<file path="src/rtl/ctrl_pipe_pkg.sv">
// ctrl_pipe_pkg: shared widths, control-field bit positions and the default
// ID->EX control bundle layout for the ARM pipeline control registers.
//   EX bundle  (MSB->LSB): {opcode[3:0], am[1:0], s, load, size, rw, e, rf_e}
//   MEM bundle: low bits of EX bundle {load, size, rw, e, rf_e}
//   WB bundle : low bits of MEM bundle {rf_e}
package ctrl_pipe_pkg;

    // Field positions, built LSB upward so the default widths follow from them.
    localparam int unsigned RF_E_B  = 0;
    localparam int unsigned E_B     = RF_E_B + 1;
    localparam int unsigned RW_B    = E_B + 1;
    localparam int unsigned SIZE_B  = RW_B + 1;
    localparam int unsigned LOAD_B  = SIZE_B + 1;
    localparam int unsigned S_B     = LOAD_B + 1;
    localparam int unsigned AM_LSB  = S_B + 1;
    localparam int unsigned AM_MSB  = AM_LSB + 1;
    localparam int unsigned OPC_LSB = AM_MSB + 1;
    localparam int unsigned OPC_MSB = OPC_LSB + 3;

    // Default bundle widths.
    localparam int unsigned EX_W_DEF  = OPC_MSB + 1;
    localparam int unsigned MEM_W_DEF = LOAD_B + 1;
    localparam int unsigned WB_W_DEF  = RF_E_B + 1;
    localparam int unsigned CNT_W_DEF = 16;

    // Default EX control bundle.
    typedef struct packed {
        logic [3:0] opcode;
        logic [1:0] am;
        logic       s;
        logic       load;
        logic       size;
        logic       rw;
        logic       e;
        logic       rf_e;
    } ex_ctrl_t;

endpackage : ctrl_pipe_pkg

</file>
<file path="src/rtl/ctrl_pipe_stage.sv">
// ctrl_pipe_stage: one pipeline stage register holding a valid bit and a
// control bundle. A stage that is not valid always holds ctrl = 0.
//   clk, reset : clock, synchronous active-high reset
//   hold_i     : keep current contents (freeze)
//   bubble_i   : load an empty slot instead of the incoming bundle
//   valid_i    : incoming bundle is a real instruction
//   ctrl_i     : incoming control bundle
//   valid_o    : registered valid
//   ctrl_o     : registered control bundle
module ctrl_pipe_stage #(
    parameter int unsigned W = 1
) (
    input  logic         clk,
    input  logic         reset,
    input  logic         hold_i,
    input  logic         bubble_i,
    input  logic         valid_i,
    input  logic [W-1:0] ctrl_i,
    output logic         valid_o,
    output logic [W-1:0] ctrl_o
);

    logic         valid_q, valid_d;
    logic [W-1:0] ctrl_q,  ctrl_d;

    // Next state: hold, bubble (also for an invalid input), or load.
    always_comb begin
        valid_d = valid_q;
        ctrl_d  = ctrl_q;
        if (!hold_i) begin
            if (bubble_i || !valid_i) begin
                valid_d = 1'b0;
                ctrl_d  = '0;
            end else begin
                valid_d = 1'b1;
                ctrl_d  = ctrl_i;
            end
        end
    end

    // State register.
    always_ff @(posedge clk) begin
        if (reset) begin
            valid_q <= 1'b0;
            ctrl_q  <= '0;
        end else begin
            valid_q <= valid_d;
            ctrl_q  <= ctrl_d;
        end
    end

    assign valid_o = valid_q;
    assign ctrl_o  = ctrl_q;

endmodule : ctrl_pipe_stage

</file>
<file path="src/rtl/ctrl_pipe_regs.sv">
// ctrl_pipe_regs: control-signal pipeline ID->EX->MEM->WB with per-stage
// valid bits, stall bubbles, branch flush, condition-code squash in EX and a
// global freeze. Optional saturating performance counters are enabled by the
// macro CTRL_PIPE_PERF_EN.
//   clk, reset            : clock, synchronous active-high reset
//   id_valid, id_ctrl     : instruction and control bundle from decode
//   stall                 : load-use hazard, ID held upstream (EX bubble)
//   flush                 : branch taken in EX, kill the ID instruction
//   freeze                : hold every stage and counter
//   ex_cond_pass          : condition codes satisfied for the EX instruction
//   ex/mem/wb_valid, _ctrl: registered stage contents
//   bubble/squash/retire_cnt : performance counters (CTRL_PIPE_PERF_EN only)
module ctrl_pipe_regs
    import ctrl_pipe_pkg::*;
#(
    parameter int unsigned EX_W  = EX_W_DEF,
    parameter int unsigned MEM_W = MEM_W_DEF,
    parameter int unsigned WB_W  = WB_W_DEF,
    parameter int unsigned CNT_W = CNT_W_DEF
) (
    input  logic             clk,
    input  logic             reset,
    input  logic             id_valid,
    input  logic [EX_W-1:0]  id_ctrl,
    input  logic             stall,
    input  logic             flush,
    input  logic             freeze,
    input  logic             ex_cond_pass,
    output logic             ex_valid,
    output logic [EX_W-1:0]  ex_ctrl,
    output logic             mem_valid,
    output logic [MEM_W-1:0] mem_ctrl,
    output logic             wb_valid,
    output logic [WB_W-1:0]  wb_ctrl
`ifdef CTRL_PIPE_PERF_EN
    ,
    output logic [CNT_W-1:0] bubble_cnt,
    output logic [CNT_W-1:0] squash_cnt,
    output logic [CNT_W-1:0] retire_cnt
`endif
);

    // Width sanity checks at elaboration.
    if (MEM_W > EX_W) begin : g_err_mem_w
        $error("ctrl_pipe_regs: MEM_W must not exceed EX_W");
    end
    if (WB_W > MEM_W) begin : g_err_wb_w
        $error("ctrl_pipe_regs: WB_W must not exceed MEM_W");
    end
    if (CNT_W == 0) begin : g_err_cnt_w
        $error("ctrl_pipe_regs: CNT_W must be at least 1");
    end

    // EX: a stall or flush replaces the ID instruction with a bubble.
    ctrl_pipe_stage #(.W(EX_W)) u_ex (
        .clk      (clk),
        .reset    (reset),
        .hold_i   (freeze),
        .bubble_i (stall | flush),
        .valid_i  (id_valid),
        .ctrl_i   (id_ctrl),
        .valid_o  (ex_valid),
        .ctrl_o   (ex_ctrl)
    );

    // MEM: a failed condition squashes the EX instruction.
    ctrl_pipe_stage #(.W(MEM_W)) u_mem (
        .clk      (clk),
        .reset    (reset),
        .hold_i   (freeze),
        .bubble_i (1'b0),
        .valid_i  (ex_valid & ex_cond_pass),
        .ctrl_i   (ex_ctrl[MEM_W-1:0]),
        .valid_o  (mem_valid),
        .ctrl_o   (mem_ctrl)
    );

    // WB: plain advance.
    ctrl_pipe_stage #(.W(WB_W)) u_wb (
        .clk      (clk),
        .reset    (reset),
        .hold_i   (freeze),
        .bubble_i (1'b0),
        .valid_i  (mem_valid),
        .ctrl_i   (mem_ctrl[WB_W-1:0]),
        .valid_o  (wb_valid),
        .ctrl_o   (wb_ctrl)
    );

`ifdef CTRL_PIPE_PERF_EN
    localparam int unsigned SUM_W = CNT_W + 2;

    logic [CNT_W-1:0] bubble_cnt_q, bubble_cnt_d;
    logic [CNT_W-1:0] squash_cnt_q, squash_cnt_d;
    logic [CNT_W-1:0] retire_cnt_q, retire_cnt_d;
    logic [1:0]       squash_inc;
    logic [SUM_W-1:0] bubble_sum, squash_sum, retire_sum;

    // Flush of a live ID instruction and a condition squash can coincide.
    assign squash_inc = 2'(flush & id_valid) + 2'(ex_valid & ~ex_cond_pass);

    // Saturating increments; counters hold under freeze.
    always_comb begin
        bubble_sum   = SUM_W'(bubble_cnt_q) + SUM_W'(stall & id_valid & ~flush);
        squash_sum   = SUM_W'(squash_cnt_q) + SUM_W'(squash_inc);
        retire_sum   = SUM_W'(retire_cnt_q) + SUM_W'(wb_valid);
        bubble_cnt_d = bubble_cnt_q;
        squash_cnt_d = squash_cnt_q;
        retire_cnt_d = retire_cnt_q;
        if (!freeze) begin
            bubble_cnt_d = (bubble_sum[SUM_W-1:CNT_W] != '0) ? '1 : bubble_sum[CNT_W-1:0];
            squash_cnt_d = (squash_sum[SUM_W-1:CNT_W] != '0) ? '1 : squash_sum[CNT_W-1:0];
            retire_cnt_d = (retire_sum[SUM_W-1:CNT_W] != '0) ? '1 : retire_sum[CNT_W-1:0];
        end
    end

    // Counter registers.
    always_ff @(posedge clk) begin
        if (reset) begin
            bubble_cnt_q <= '0;
            squash_cnt_q <= '0;
            retire_cnt_q <= '0;
        end else begin
            bubble_cnt_q <= bubble_cnt_d;
            squash_cnt_q <= squash_cnt_d;
            retire_cnt_q <= retire_cnt_d;
        end
    end

    assign bubble_cnt = bubble_cnt_q;
    assign squash_cnt = squash_cnt_q;
    assign retire_cnt = retire_cnt_q;
`endif

endmodule : ctrl_pipe_regs

</file>
<file path="config.mk">
export PLATFORM = sky130hd
export DESIGN_NAME = ctrl_pipe_regs
export DESIGN_NICKNAME = d
export VERILOG_FILES = /design/src/rtl/ctrl_pipe_pkg.sv /design/src/rtl/ctrl_pipe_stage.sv /design/src/rtl/ctrl_pipe_regs.sv
export SDC_FILE = /design/constraint.sdc
export NUM_CORES = 1
export LEC_CHECK = 0
export ABC_AREA = 0
export CAP_MARGIN = 20
export CORE_MARGIN = 1.5
export CORE_UTILIZATION = 35
export DETAILED_ROUTE_END_ITERATION = 12
export DONT_BUFFER_PORTS = 1
export HOLD_SLACK_MARGIN = 0.02
export PLACE_DENSITY = 0.5
export SLEW_MARGIN = 10
export SYNTH_ARGS = -nofsm -noshare
export SYNTH_HDL_FRONTEND = slang
export SYNTH_SLANG_ARGS = --single-unit
</file>
<file path="constraint.sdc">
create_clock -name clk -period 1.4 [get_ports clk]
set_clock_uncertainty 0.2 [all_clocks]
set_input_delay 0.42 -clock clk [delete_from_list [all_inputs] [get_ports clk]]
set_output_delay 0.42 -clock clk [all_outputs]
set_load 0.01 [all_outputs]
</file>
* Yosys cells after proc, flatten, opt, wreduce, memory -nomap -nowiden
Index checks and enable logic that the tools add are counted.
** Operators by class
- Mux-type cells :: 6
- Bitwise operators :: 2
- Reductions and logical operators :: 2
** Operator list (count)
- $mux 12 :: 1
- $mux 5 :: 1
- $mux 1 :: 4
- $and 1x1->1 :: 1
- $logic_not 1->1 :: 1
- $logic_or 1x1->1 :: 1
- $or 1x1->1 :: 1
** Word-level totals
- Output and inout port bits :: 21
- Register bits after elaboration :: 21
- Input bits :: 19

* Longest topological paths before layout
Gate-level depths: netlist of run 1.
- Depth in word-level cells :: 3
- Mapped depth :: 4

* Cells and area by module
A second synthesis of run 1 with hierarchy kept.
** Unflattened totals
- Cell total of the unflattened synthesis :: 93
- Area total of the unflattened synthesis :: 899.6 sq um
** By module, submodules not included
- ctrl_pipe_stage at u_ex :: area an instance 556.8 sq um, instances 1, cells each 57, seq. area each 260.2 sq um
- ctrl_pipe_stage at u_mem :: area an instance 249.0 sq um, instances 1, cells each 25, seq. area each 120.1 sq um
- ctrl_pipe_stage at u_wb :: area an instance 77.6 sq um, instances 1, cells each 8, seq. area each 40.0 sq um
- ctrl_pipe_regs :: area an instance 16.3 sq um, instances 1, cells each 3, seq. area each 0.0 sq um

* Worst setup path before layout of run 1
Ideal clock, no wire load.
- Path type :: input-to-reg
- Start point :: input freeze
- End point :: register u_ex.ctrl_q[0] (netlist: u_ex.ctrl_o[0])
- Path slack :: -0.080 ns
- Buffers on the path :: 1
- Cell stages on the path :: 3
- Setup time :: 0.068 ns
- Data arrival time :: 1.213 ns
- Path through :: or4b_4 > buf_6 > o2bb2ai_2
** RTL lines
- start: declaration :: RTL line ctrl_pipe_regs.sv:27 : input logic freeze,
- end signal: assignment :: RTL line ctrl_pipe_stage.sv:48 : ctrl_q <= ctrl_d;
- end: declaration :: RTL line ctrl_pipe_stage.sv:24 : logic [W-1:0] ctrl_q, ctrl_d;

* Final worst setup path of run 1
- Start point :: register u_mem.valid_q (netlist: u_mem.valid_o)
- End point :: output mem_valid
** RTL lines
- start: declaration :: RTL line ctrl_pipe_stage.sv:23 : logic valid_q, valid_d;
- start signal: assignment :: RTL line ctrl_pipe_stage.sv:47 : valid_q <= valid_d;
- end: declaration :: RTL line ctrl_pipe_regs.sv:31 : output logic mem_valid,
No word-level cell between the ends.

==> impl_results.md, run 1 <==
* Number of antenna-violating nets in the routed design at 0
* Number of port buffers at 0
* Crit path arrival time at 0.73 ns
* Final Hold Vio Count at 0
* Global-route congestion overflow total at 0
* P&R area growth vs syn at 9.00%
* Final std cell area, no fill at 940 um2
* Top achievable clock speed at 739 MHz
* RSZ-0062 raised after global routing: no
* Net switching component of the power at 0.210 mW
* Boundary pin count at 40
* Area of the die at 2770 um2
* Post-detailed-route DRC marker count at 0
* Via density per instance at 5.32
* Total of warnings raised by yosys at 0
* Number of antenna violations at the first check in global routing at 0
* Instance count after placement with tap cells included at 103
* P per Cell Area at 1020 nW/um2
* Critical path start-end classification: flop to output port
* Crit. Startpoint: u_mem.valid_o$_SDFFE_PP0N_
* Number of optimization iterations in the first detailed-route pass at 2
* Proportion of synthesized chip area in sequential cells at 48.8%
* Number of cells produced by synthesis at 78
* Combinational group share of total power at 5.9%
* DIE HEIGHT at 52.6 um
* Core footprint at 2280 um2
* Cell internal power dissipation at 0.745 mW
* Post-CTS setup buffer count at 0
* Status: finished, final reports clean
* Root buf cell: sky130_fd_sc_hd__clkbuf_4
* H-tree lvl count at 1
* Worst setup slack before clock tree synthesis at -0.159 ns
* Vias at 575
* Buffer depth of the longest clock path at 2
* Final net count at 100
* Distinct cell type count of the synthesized netlist at 16
* Max cap viols at 0
* Pin count of the biggest net entering global routing at 20
* Placed inst area at 898 um2
* Sum of net half-perimeters after detailed placement at 1130 um
* Final Setup Violations at 0
* Via count of the first global-routing pass at 589
* Num Clock Sinks at 21
* CP startpoint kind: flop
* Synth Register Bits at 21
* Global-route usage over all layers at 13.5%
* Initial Utilization at 37.9%
* CTS tree: done
* Number of clock buffers inserted by TritonCTS at 3
* Min Tclk post-route at 1.35 ns
* Largest fanout of any net on the critical path at 4
* Peak supply drop at 0.563 mV
* Hold crit path type: input pin to flop
* Placer Congestion at 0.695
* Synth Net Count at 97
* Part of the total power dissipated in sequential elements at 64.1%
* Core Rows at 17
* Slew at the pin closest to its max-slew limit at 0.360 ns
* Final period utilization at 96.7%
* Final wirelength at 1620 um
* Startpoint of the worst register-to-register path: u_ex.valid_o$_SDFFE_PP0N_
* Mapped Area at 862 um2
* WL/cell at 15.0 um
* Overall die width at 52.6 um
* Non-filler instance count after layout at 108
* Relative contribution of the clock network to total power at 29.9%
* Min-Delay Startpoint: freeze
* Number of max-slew violations in the final report at 0
* Iter 0 DRT Violations at 3
* Worst path setup slack after routing at 0.0461 ns
* First-pass GRT wire length at 2620 um
* Headroom to the max-slew limit at 75.9%
* Summed negative setup slack over all endpoints at 0 ns
* Data required time of the worst path at 0.78 ns
* Leak Pwr at 0.313 nW
* Layout cells sized above 1 at 27.5%
* Synthesized area divided by synthesized cell count at 11.1 um2
* Latest clock arrival within the worst-skew pair at 0.29 ns
* Type of element capturing the critical path: output port
* Clock transition at the register clock pins on the worst setup and hold paths after CTS at 0.11 ns
* Antenna Diode Count at 0
* Net switching fraction of the power at 22.0%
==> Yosys cell counts <==
cell type / number / share of area (%)
sky130_fd_sc_hd__dfxtp_1: 21 / 49
sky130_fd_sc_hd__nand3b_1: 2 / 1.7
sky130_fd_sc_hd__o2bb2ai_1: 2 / 2.0
sky130_fd_sc_hd__a2bb2o_1: 1 / 1.2
sky130_fd_sc_hd__o2bb2ai_2: 10 / 17
sky130_fd_sc_hd__a21oi_1: 2 / 1.2
sky130_fd_sc_hd__nor2_1: 1 / 0.43
sky130_fd_sc_hd__nand2_1: 7 / 3.0
sky130_fd_sc_hd__clkbuf_1: 4 / 1.7
sky130_fd_sc_hd__nand2b_1: 17 / 12
sky130_fd_sc_hd__buf_6: 1 / 1.3
sky130_fd_sc_hd__or4b_4: 1 / 1.6
sky130_fd_sc_hd__nor2b_1: 1 / 0.73
sky130_fd_sc_hd__buf_4: 2 / 1.7
sky130_fd_sc_hd__o22ai_1: 5 / 3.6
sky130_fd_sc_hd__mux2i_1: 1 / 1.2
==> sequential cells by signal (all words and copies together), names as in the netlist <==
register       flops
u_ex.ctrl_o       12
u_ex.valid_o       1
u_mem.ctrl_o       5
u_mem.valid_o      1
u_wb.ctrl_o        1
u_wb.valid_o       1
==> final timing paths <==
kind / slack, ns / depth (start not counted) / end
max reg2reg: 0.29 / 2 / u_mem.ctrl_o[3]$_SDFFE_PP0N_
max: 0.05 / 0 / mem_valid
min reg2reg: 0.31 / 1 / u_ex.ctrl_o[1]$_SDFFE_PP0N_
min: 0.05 / 2 / u_mem.valid_o$_SDFFE_PP0N_
==> metrics by stage <==
step	utilization [%]	hold WS (ns)	power, mW
2_1_floorplan	-	0.269	0.676
3_5_place_dp	39.5	0.294	0.677
3_3_place_gp	39.5	0.292	0.677
5_1_grt	41.3	0.0381	1.00
6_report	41.3	0.0511	0.954
4_1_cts	41.1	0.0383	0.971
==> worst register-to-register path, stage by stage (launching register included) <==
cell and delay [ns]:
sky130_fd_sc_hd__dfxtp_1 0.42, sky130_fd_sc_hd__nand3b_1 0.25, sky130_fd_sc_hd__o22ai_1 0.19
==> timing repair <==
action,in CTS,in global routing
hold buffers,1,0
setup endpoints to repair,0,4
hold endpoints to repair,9,0
resized for setup,0,4
==> logic make-up (layout without fill, tap and decap cells) <==
kind of cell,after synthesis,count (layout),share of synthesized area (%)
buffers and inverters,7,9,4.79
AO/OA/AOI/OAI,20,20,25.4
AND/OR/NAND/NOR,29,29,19.9
flip-flops,21,21,48.8
multiplexers,1,1,1.16
==> layout by cell type (no fill, tap or decap) <==
| master | count |
|---|---|
| sky130_fd_sc_hd__a21oi_1 | 2 |
| sky130_fd_sc_hd__a2bb2o_1 | 1 |
| sky130_fd_sc_hd__buf_12 | 1 |
| sky130_fd_sc_hd__buf_4 | 3 |
| sky130_fd_sc_hd__clkbuf_1 | 1 |
| sky130_fd_sc_hd__clkbuf_4 | 3 |
| sky130_fd_sc_hd__dfxtp_1 | 17 |
| sky130_fd_sc_hd__dfxtp_2 | 4 |
| sky130_fd_sc_hd__dlygate4sd3_1 | 1 |
| sky130_fd_sc_hd__mux2i_1 | 1 |
| sky130_fd_sc_hd__nand2_1 | 7 |
| sky130_fd_sc_hd__nand2b_1 | 17 |
| sky130_fd_sc_hd__nand3b_1 | 2 |
| sky130_fd_sc_hd__nor2_1 | 1 |
| sky130_fd_sc_hd__nor2b_1 | 1 |
| sky130_fd_sc_hd__o22ai_1 | 5 |
| sky130_fd_sc_hd__o2bb2ai_1 | 2 |
| sky130_fd_sc_hd__o2bb2ai_2 | 10 |
| sky130_fd_sc_hd__or4b_4 | 1 |
==> power groups by stage <==
stage                     clock (mW)  sequential [mW]  combinational (mW)
after floorplan                    0            0.624              0.0524
after global placement             0            0.626              0.0510
after detailed placement           0            0.626              0.0519
after CTS                      0.301            0.612              0.0578
after global routing           0.325            0.613              0.0618
final                          0.286            0.612              0.0565
==> routing by layer <==
layer	vias up	share of wire, %	GRT usage, %
met4	0	0.99	5.13
li1	276	-	-
met3	2	8.4	6.57
met2	21	47	22.5
met5	-	0	0
met1	276	44	14.5
==> area by class of cell <==
class / instances / area (um2)
flip-flops and latches: 21 / 425
fillers: 241 / 1340
repair buffers: 5 / 52.6
multi-input cells: 50 / 400
clock buffers: 4 / 26.3
well taps: 28 / 35.0
Note: power is estimated with default switching activity, not from simulation.
==> run 2: changes to the inputs <==
--- a/config.mk
+++ b/config.mk
@@ -8,11 +8,11 @@
 export ABC_AREA = 0
 export CAP_MARGIN = 20
 export CORE_MARGIN = 1.5
-export CORE_UTILIZATION = 35
+export CORE_UTILIZATION = 53
 export DETAILED_ROUTE_END_ITERATION = 12
 export DONT_BUFFER_PORTS = 1
 export HOLD_SLACK_MARGIN = 0.02
-export PLACE_DENSITY = 0.5
+export PLACE_DENSITY = 0.7
 export SLEW_MARGIN = 10
 export SYNTH_ARGS = -nofsm -noshare
 export SYNTH_HDL_FRONTEND = slang
==> run 2 against run 1 <==
Net effect:
- power up 0.25%
- global-route usage grew 3.8 points
- via count fell by 3.7%
- combinational power is essentially flat
- maximum frequency decreased by 0.11%
- count of clock-buffer cells in the layout decreased by 1
- hold slack got worse by 0.013 ns
- largest cell class unchanged
==> impl_results.md, run 2 (synthesis gave the netlist of run 1 again) <==
* Core footprint at 1510 um2 (-34%)
* Post-CTS setup buffer count at 0 (unchanged)
* Worst setup slack before clock tree synthesis at -0.154 ns (+0.00589 ns)
* Max cap viols at 0 (unchanged)
* Leading cell type in the layout, fill and taps excluded: sky130_fd_sc_hd__nand2b_1
* RSZ-0062 raised after global routing: no
* Iter 0 DRT Violations at 4 (+1)
* Overall die width at 43.3 um (-18%)
* Sum of net half-perimeters after detailed placement at 1030 um (-9.1%)
* Largest register FFs at 12 (unchanged)
* Num Clock Sinks at 21 (unchanged)
* Final wirelength at 1430 um (-12%)
* Pin count of the biggest net entering global routing at 20 (unchanged)
* H-tree lvl count at 1 (unchanged)
* Area of the die at 1880 um2 (-32%)
* Number of optimization iterations in the first detailed-route pass at 3 (+1)
* Startpoint of the worst register-to-register path: u_ex.valid_o$_SDFFE_PP0N_
* Number of antenna-violating nets in the routed design at 0 (unchanged)
* Post-detailed-route DRC marker count at 0 (unchanged)
* Placer Congestion at 0.749 (+7.8%)
* Clock transition at the register clock pins on the worst setup and hold paths after CTS at 0.11 ns (about the same)
* Via count of the first global-routing pass at 513 (-13%)
* CP startpoint kind: flop
* Instance count after placement with tap cells included at 89 (-14%)
* Critical path start-end classification: flop to output port
* Buffer depth of the longest clock path at 2 (unchanged)
* Boundary pin count at 40 (unchanged)
* Core Rows at 14 (-3)
* Number of antenna violations at the first check in global routing at 0 (unchanged)
* Headroom to the max-slew limit at 79.3% (+3.4 points)
* Layout cells sized above 1 at 31.6% (+4.1 points)
* Slew at the pin closest to its max-slew limit at 0.309 ns (-0.0514 ns)
* Number of port buffers at 0 (unchanged)
* Worst setup slack for register-to-register paths at 0.36 ns (+0.07 ns)
* Worst hold slack at 0.0386 ns (-0.0125 ns)
* DIE HEIGHT at 43.3 um (-18%)
* Via density per instance at 5.83 (+9.5%)
* Number of max-slew violations in the final report at 0 (unchanged)
* Data required time of the worst path at 0.78 ns (about the same)
* Final net count at 99 (-1.0%)
* Initial Utilization at 57.2% (+19 points)
* Largest fanout of any net on the critical path at 2 (-2)
* Global-route usage over all layers at 17.2% (+3.8 points)
* Status: finished, final reports clean
* Min-Delay Startpoint: freeze
* Peak supply drop at 0.770 mV (+37%)
* Destination of the worst hold path: u_wb.ctrl_o$_SDFFE_PP0N_
* Non-filler instance count after layout at 95 (-12%)
* P per Cell Area at 1030 nW/um2 (+1.7%)
* WL/cell at 15.0 um (+0.40%)
* Top achievable clock speed at 738 MHz (-0.11%)
* First-pass GRT wire length at 2340 um (-11%)
* Number of cells traversed by the worst register-to-register path at 2 (unchanged)
* Worst R2R End: u_mem.valid_o$_SDFFE_PP0N_
* Type of element capturing the critical path: output port
* Global-route congestion overflow total at 0 (unchanged)
* Crit path arrival time at 0.74 ns (about the same)
* Number of clock buffers inserted by TritonCTS at 3 (unchanged)
* Worst path setup slack after routing at 0.0446 ns (-0.00151 ns)
* Final Setup Violations at 0 (unchanged)
* Root buf cell: sky130_fd_sc_hd__clkbuf_4
* P&R area growth vs syn at 7.40%
* Hold crit path type: input pin to flop
* Top library cells by usage in the layout, fill and taps aside: 17 x sky130_fd_sc_hd__nand2b_1, 13 x sky130_fd_sc_hd__dfxtp_1, 10 x sky130_fd_sc_hd__o2bb2ai_2, 8 x sky130_fd_sc_hd__dfxtp_2, 7 x sky130_fd_sc_hd__nand2_1
* Final Hold Vio Count at 0 (unchanged)
* Antenna Diode Count at 0 (unchanged)
* Final period utilization at 96.8% (+0.11 points)
* Min Tclk post-route at 1.36 ns (+0.00151 ns)
* Leak Pwr at 0.312 nW (-0.15%)
* Latest clock arrival within the worst-skew pair at 0.31 ns (+0.02 ns)
* Worst hold path cell count at 2 (unchanged)
* CTS tree: done
* Vias at 554 (-3.7%)
[run 2: per-stage QoR]
step / util, % / instance area (um2) / setup TNS [ns] / power, mW
detailed placement: 57.6 / 868 / -1.43 / 0.674
finish: 61.5 / 926 / 0 / 0.957
CTS: 60.1 / 906 / 0 / 0.966
global placement: 57.6 / 868 / -1.26 / 0.673
global route: 61.5 / 926 / 0 / 1.01
floorplan: - / 862 / -0.861 / 0.676
[run 2: worst max-delay path by stage]
stage                                 from                      endpoint  slack [ns]  cells past startpoint
6_report       u_ex.ctrl_o[9]$_SDFFE_PP0N_                    ex_ctrl[9]        0.04                      0
2_1_floorplan                       freeze   u_ex.ctrl_o[0]$_SDFFE_PP0N_       -0.08                      3
3_3_place_gp                        freeze   u_ex.ctrl_o[7]$_SDFFE_PP0N_       -0.13                      3
3_5_place_dp                        freeze  u_ex.ctrl_o[10]$_SDFFE_PP0N_       -0.15                      3
4_1_cts         u_mem.valid_o$_SDFFE_PP0N_                     mem_valid       0.008                      0
5_1_grt        u_ex.ctrl_o[9]$_SDFFE_PP0N_                    ex_ctrl[9]      0.0005                      0
[run 2: worst reg2reg max path: stages (launching register included)]
cell and delay (ns):
sky130_fd_sc_hd__dfxtp_2 0.39, sky130_fd_sc_hd__nand3b_1 0.20, sky130_fd_sc_hd__a21oi_1 0.18
[run 2: report_power, final]
part	leakage, nW	internal (mW)	switching (mW)
Clock	0.0177	0.107	0.181
Combinational	0.121	0.0294	0.0269
Sequential	0.173	0.604	0.00837
[run 2: cell type report]
type | instances | area [um2]
clock inverters | 1 | 5.00
flip-flops and latches | 21 | 430
clock buffers | 3 | 22.5
fillers | 138 | 581
repair buffers | 4 | 47.5
well taps | 16 | 20.0
multi-input cells | 50 | 400
[run 2: timing repair]
item,4_1_cts,5_1_grt
gates resized for setup,0,8
endpoints found under the hold margin,9,2
endpoints found under the setup margin,0,8
hold buffers,1,1
[run 2: routing by layer]
metal  part of all wire [%]  global-route usage [%]  up-vias  routed length (um)
met5                      0                       0        -                   0
met4                    1.3                    7.27        0                  19
met3                    7.9                    10.8        3                 113
met2                     50                    24.8       22                 711
met1                     41                    20.6      257                 583
li1                       -                       -      272                   -
==> run 3: changes to the inputs <==
--- a/config.mk
+++ b/config.mk
@@ -5,14 +5,14 @@
 export SDC_FILE = /design/constraint.sdc
 export NUM_CORES = 1
 export LEC_CHECK = 0
-export ABC_AREA = 0
+export ABC_AREA = 1
 export CAP_MARGIN = 20
 export CORE_MARGIN = 1.5
-export CORE_UTILIZATION = 53
+export CORE_UTILIZATION = 52
 export DETAILED_ROUTE_END_ITERATION = 12
 export DONT_BUFFER_PORTS = 1
 export HOLD_SLACK_MARGIN = 0.02
-export PLACE_DENSITY = 0.7
+export PLACE_DENSITY = 0.69
 export SLEW_MARGIN = 10
 export SYNTH_ARGS = -nofsm -noshare
 export SYNTH_HDL_FRONTEND = slang
==> run 3 against run 2 <==
Net effect:
- the flow now finishes with violations (hold timing)
- flip-flop and latch count stayed put
- final cell count is 16% higher
- first-iteration DRC count is 75% higher
- maximum frequency is 0.91% higher
- non-clock buffer count is 2 lower
- global-route usage is 1.8 points higher
- largest power group unchanged
- highest routed layer unchanged
==> impl_results.md, run 3 <==
* Core Rows at 13 (-1)
* P&R area growth vs syn at 2.44%
* Part of the total power dissipated in sequential elements at 66.5% (+2.5 points)
* Post-detailed-route DRC marker count at 0 (unchanged)
* Proportion of synthesized flip-flops having asynchronous set or reset at 0% (unchanged)
* Slew at the pin closest to its max-slew limit at 0.299 ns (-0.00967 ns)
* Mapped Area at 771 um2 (-11%)
* Net switching fraction of the power at 21.1% (-1.6 points)
* GRT busiest layer: met2
* WL/cell at 13.5 um (-9.9%)
* Leading post-synthesis cells by cell area: sky130_fd_sc_hd__dfxtp_1 55%, sky130_fd_sc_hd__a21oi_1 14%, sky130_fd_sc_hd__nand2_1 14%, sky130_fd_sc_hd__nand3_1 8.4%, sky130_fd_sc_hd__buf_4 3.9%
* Boundary pin count at 40 (unchanged)
* Worst hold slack at -0.0233 ns (-0.0619 ns)
* Number of optimization iterations in the first detailed-route pass at 3 (unchanged)
* Hold crit path type: input pin to flop
* Peak supply drop at 0.646 mV (-16%)
* Top achievable clock speed at 745 MHz (+0.91%)
* Iter 0 DRT Violations at 7 (+3)
* Relative contribution of the clock network to total power at 30.5% (+0.4 points)
* Antenna Diode Count at 0 (unchanged)
* Distinct cell type count of the synthesized netlist at 11 (-5)
* Area of the die at 1720 um2 (-8.3%)
* Post-synthesis adder-cell area fraction at 0% (unchanged)
* Synth Net Count at 115 (+19%)
* Number of clock buffers inserted by TritonCTS at 3 (unchanged)
* RSZ-0062 raised after global routing: no
* P per Cell Area at 1160 nW/um2 (+12%)
* Number of cells produced by synthesis at 96 (+23%)
* Number of antenna-violating nets in the routed design at 0 (unchanged)
* Type of element capturing the critical path: output port
* Pin count of the biggest net entering global routing at 25 (+25%)
* Crit path arrival time at 0.72 ns (-0.02 ns)
* CP startpoint kind: flop
* Main combinational cell family by area after synthesis: simple AND/OR/NAND/NOR gates
* Yosys top cell area share at 54.5% (+5.8 points)
* DIE HEIGHT at 41.5 um (-4.2%)
* Global-route usage over all layers at 19.1% (+1.8 points)
* Commonest register cell after synthesis: sky130_fd_sc_hd__dfxtp_1
* CTS tree: done
* Overall power consumption at 0.918 mW (-4.1%)
* Largest fanout of any net on the critical path at 3 (+1)
* Final wirelength at 1490 um (+4.3%)
* Placer Congestion at 0.680 (-9.2%)
* Logic depth of the worst setup path including buffers at 0 (unchanged)
* Crit. Startpoint: u_ex.valid_o$_SDFFE_PP0N_
* Headroom to the max-slew limit at 80.0% (+0.67 points)
* Number of port buffers at 0 (unchanged)
* Post-synth EDFFs at 0 (unchanged)
* Post-synthesis share of cell area spent on xor and xnor gates at 0% (unchanged)
* Combinational group share of total power at 3.0% (-2.9 points)
* Vias at 600 (+8.3%)
* Worst R2R End: u_mem.ctrl_o[1]$_SDFFE_PP0N_
* Top library cells by usage in the layout, fill and taps aside: 28 x sky130_fd_sc_hd__nand2_1, 21 x sky130_fd_sc_hd__a21oi_1, 20 x sky130_fd_sc_hd__dfxtp_1, 13 x sky130_fd_sc_hd__nand3_1, 3 x sky130_fd_sc_hd__clkbuf_4
* Data required time of the worst path at 0.78 ns (about the same)
* Buffer depth of the longest clock path at 2 (unchanged)
* Synth cell count leaders: 28 x sky130_fd_sc_hd__nand2_1, 21 x sky130_fd_sc_hd__a21oi_1, 21 x sky130_fd_sc_hd__dfxtp_1, 13 x sky130_fd_sc_hd__nand3_1, 4 x sky130_fd_sc_hd__buf_4
* Summed negative setup slack over all endpoints at 0 ns (unchanged)
* Cell internal power dissipation at 0.724 mW (-2.1%)
* Net switching component of the power at 0.193 mW (-11%)
* Leading cell type in the layout, fill and taps excluded: sky130_fd_sc_hd__nand2_1
* Most frequent cell after synthesis: sky130_fd_sc_hd__nand2_1
* Overall die width at 41.5 um (-4.2%)
* Met3 Track Usage GR at 6.52% (-4.3 points)
* Latest clock arrival within the worst-skew pair at 0.29 ns (-0.02 ns)
* Global-route track usage on met1 at 20.2% (-0.36 points)
* Proportion of synthesized chip area in sequential cells at 54.5% (+5.8 points)
* Worst path setup slack after routing at 0.0569 ns (+0.0122 ns)
* Total of warnings raised by yosys at 0 (unchanged)
* FILL cells at 138 (unchanged)
* Leak Pwr at 0.255 nW (-18%)
* Number of cells traversed by the worst register-to-register path at 5 (+3)
* Min Tclk post-route at 1.34 ns (-0.0122 ns)
* GRT met2 Usage at 33.1% (+8.3 points)
* Synthesized area divided by synthesized cell count at 8.03 um2 (-27%)
* Instance count after placement with tap cells included at 106 (+19%)
* Root buf cell: sky130_fd_sc_hd__clkbuf_4
* Critical path start-end classification: flop to output port
* Non-filler instance count after layout at 110 (+16%)
* Setup crit end: ex_valid
* Mux share of post-synthesis cell area at 0% (-1.2 points)
* Number of max-slew violations in the final report at 0 (unchanged)
* Worst setup slack for register-to-register paths at 0.24 ns (-0.12 ns)
* H-tree lvl count at 1 (unchanged)
* Compound-cell area share of the yosys netlist at 13.6% (-12 points)
* Max cap viols at 0 (unchanged)
* Num Clock Sinks at 21 (unchanged)
* Failing checks: hold timing
* Synthesized-area fraction occupied by and/or/nand/nor cells at 25.3% (+5.4 points)
* Sum of net half-perimeters after detailed placement at 1010 um (-1.3%)
* Core footprint at 1330 um2 (-11%)
* First-pass GRT wire length at 2560 um (+9.4%)
* Final Hold Vio Count at 21 (+21)
* Via density per instance at 5.45 (-6.5%)
* Global-route congestion overflow total at 0 (unchanged)
* Number of antenna violations at the first check in global routing at 0 (unchanged)
* Final Setup Violations at 0 (unchanged)
* Final net count at 115 (+16%)
* Clock transition at the register clock pins on the worst setup and hold paths after CTS at 0.11 ns (about the same)
* Status: finished, violations left
* Via count of the first global-routing pass at 591 (+15%)
* Worst setup slack before clock tree synthesis at 0.159 ns (+0.313 ns)
* Largest register FFs at 12 (unchanged)
* Startpoint of the worst register-to-register path: u_ex.valid_o$_SDFFE_PP0N_
* Synth Register Bits at 21 (unchanged)
* Initial Utilization at 57.8% (+0.56 points)
* Most area-hungry cell type in the Yosys netlist: sky130_fd_sc_hd__dfxtp_1
* Layout cells sized above 1 at 8.42% (-23 points)
* Final period utilization at 95.9% (-0.87 points)
-- run 3: power groups by stage --
stage                     Combinational (mW)  Clock (mW)  Sequential, mW
after global routing                  0.0311       0.317           0.612
after floorplan                       0.0397           0           0.623
after detailed placement              0.0275           0           0.624
final                                 0.0274       0.280           0.611
after global placement                0.0261           0           0.624
after CTS                             0.0275       0.288           0.611
-- run 3: kinds of logic after synthesis --
logic type,Yosys count
flops,21
simple gates,45
buf+inv,9
compound gates,21
-- run 3: timing repair --
action / in CTS / in global routing
setup endpoints to repair: 0 / 1
gates resized for setup: 0 / 1
setup buffers: 0 / 0
endpoints found under the hold margin: 21 / 21
-- run 3: area by class of cell --
class                           count  area [um2]  share of cell area (%)
Tap cell                           15        18.8                    2.38
Sequential cell                    21         422                    53.4
Multi-Input combinational cell     66         300                    38.0
Clock buffer                        4        26.3                    3.33
Inverter                            2        7.51                   0.951
Timing Repair Buffer                2        15.0                    1.90
-- run 3: routing by layer --
metal | up-vias | share of wire [%]
met5 | - | 0
met4 | 0 | 1.1
met3 | 2 | 6.8
met2 | 20 | 50
met1 | 265 | 42
li1 | 313 | -
-- run 3: how the worst min path moves through the flow --
stage | from | end | slack [ns] | cells past startpoint
4_1_cts | reset | u_ex.ctrl_o[0]$_SDFFE_PP0N_ | -0.03 | 1
5_1_grt | reset | u_ex.ctrl_o[3]$_SDFFE_PP0N_ | -0.05 | 1
3_5_place_dp | u_wb.ctrl_o$_SDFFE_PP0N_ | u_wb.ctrl_o$_SDFFE_PP0N_ | 0.29 | 2
2_1_floorplan | u_mem.ctrl_o[0]$_SDFFE_PP0N_ | u_mem.ctrl_o[0]$_SDFFE_PP0N_ | 0.26 | 2
6_report | reset | u_mem.valid_o$_SDFFE_PP0N_ | -0.02 | 1
3_3_place_gp | u_ex.ctrl_o[5]$_SDFFE_PP0N_ | u_ex.ctrl_o[5]$_SDFFE_PP0N_ | 0.29 | 2
-- run 3: metrics by stage --
step | util, % | hold WS [ns] | instance area (um2)
after floorplan | - | 0.257 | 771
after global placement | 57.1 | 0.289 | 762
after detailed placement | 57.1 | 0.293 | 762
after CTS | 59.1 | -0.0314 | 788
after global routing | 59.2 | -0.0530 | 790
final | 59.2 | -0.0233 | 790
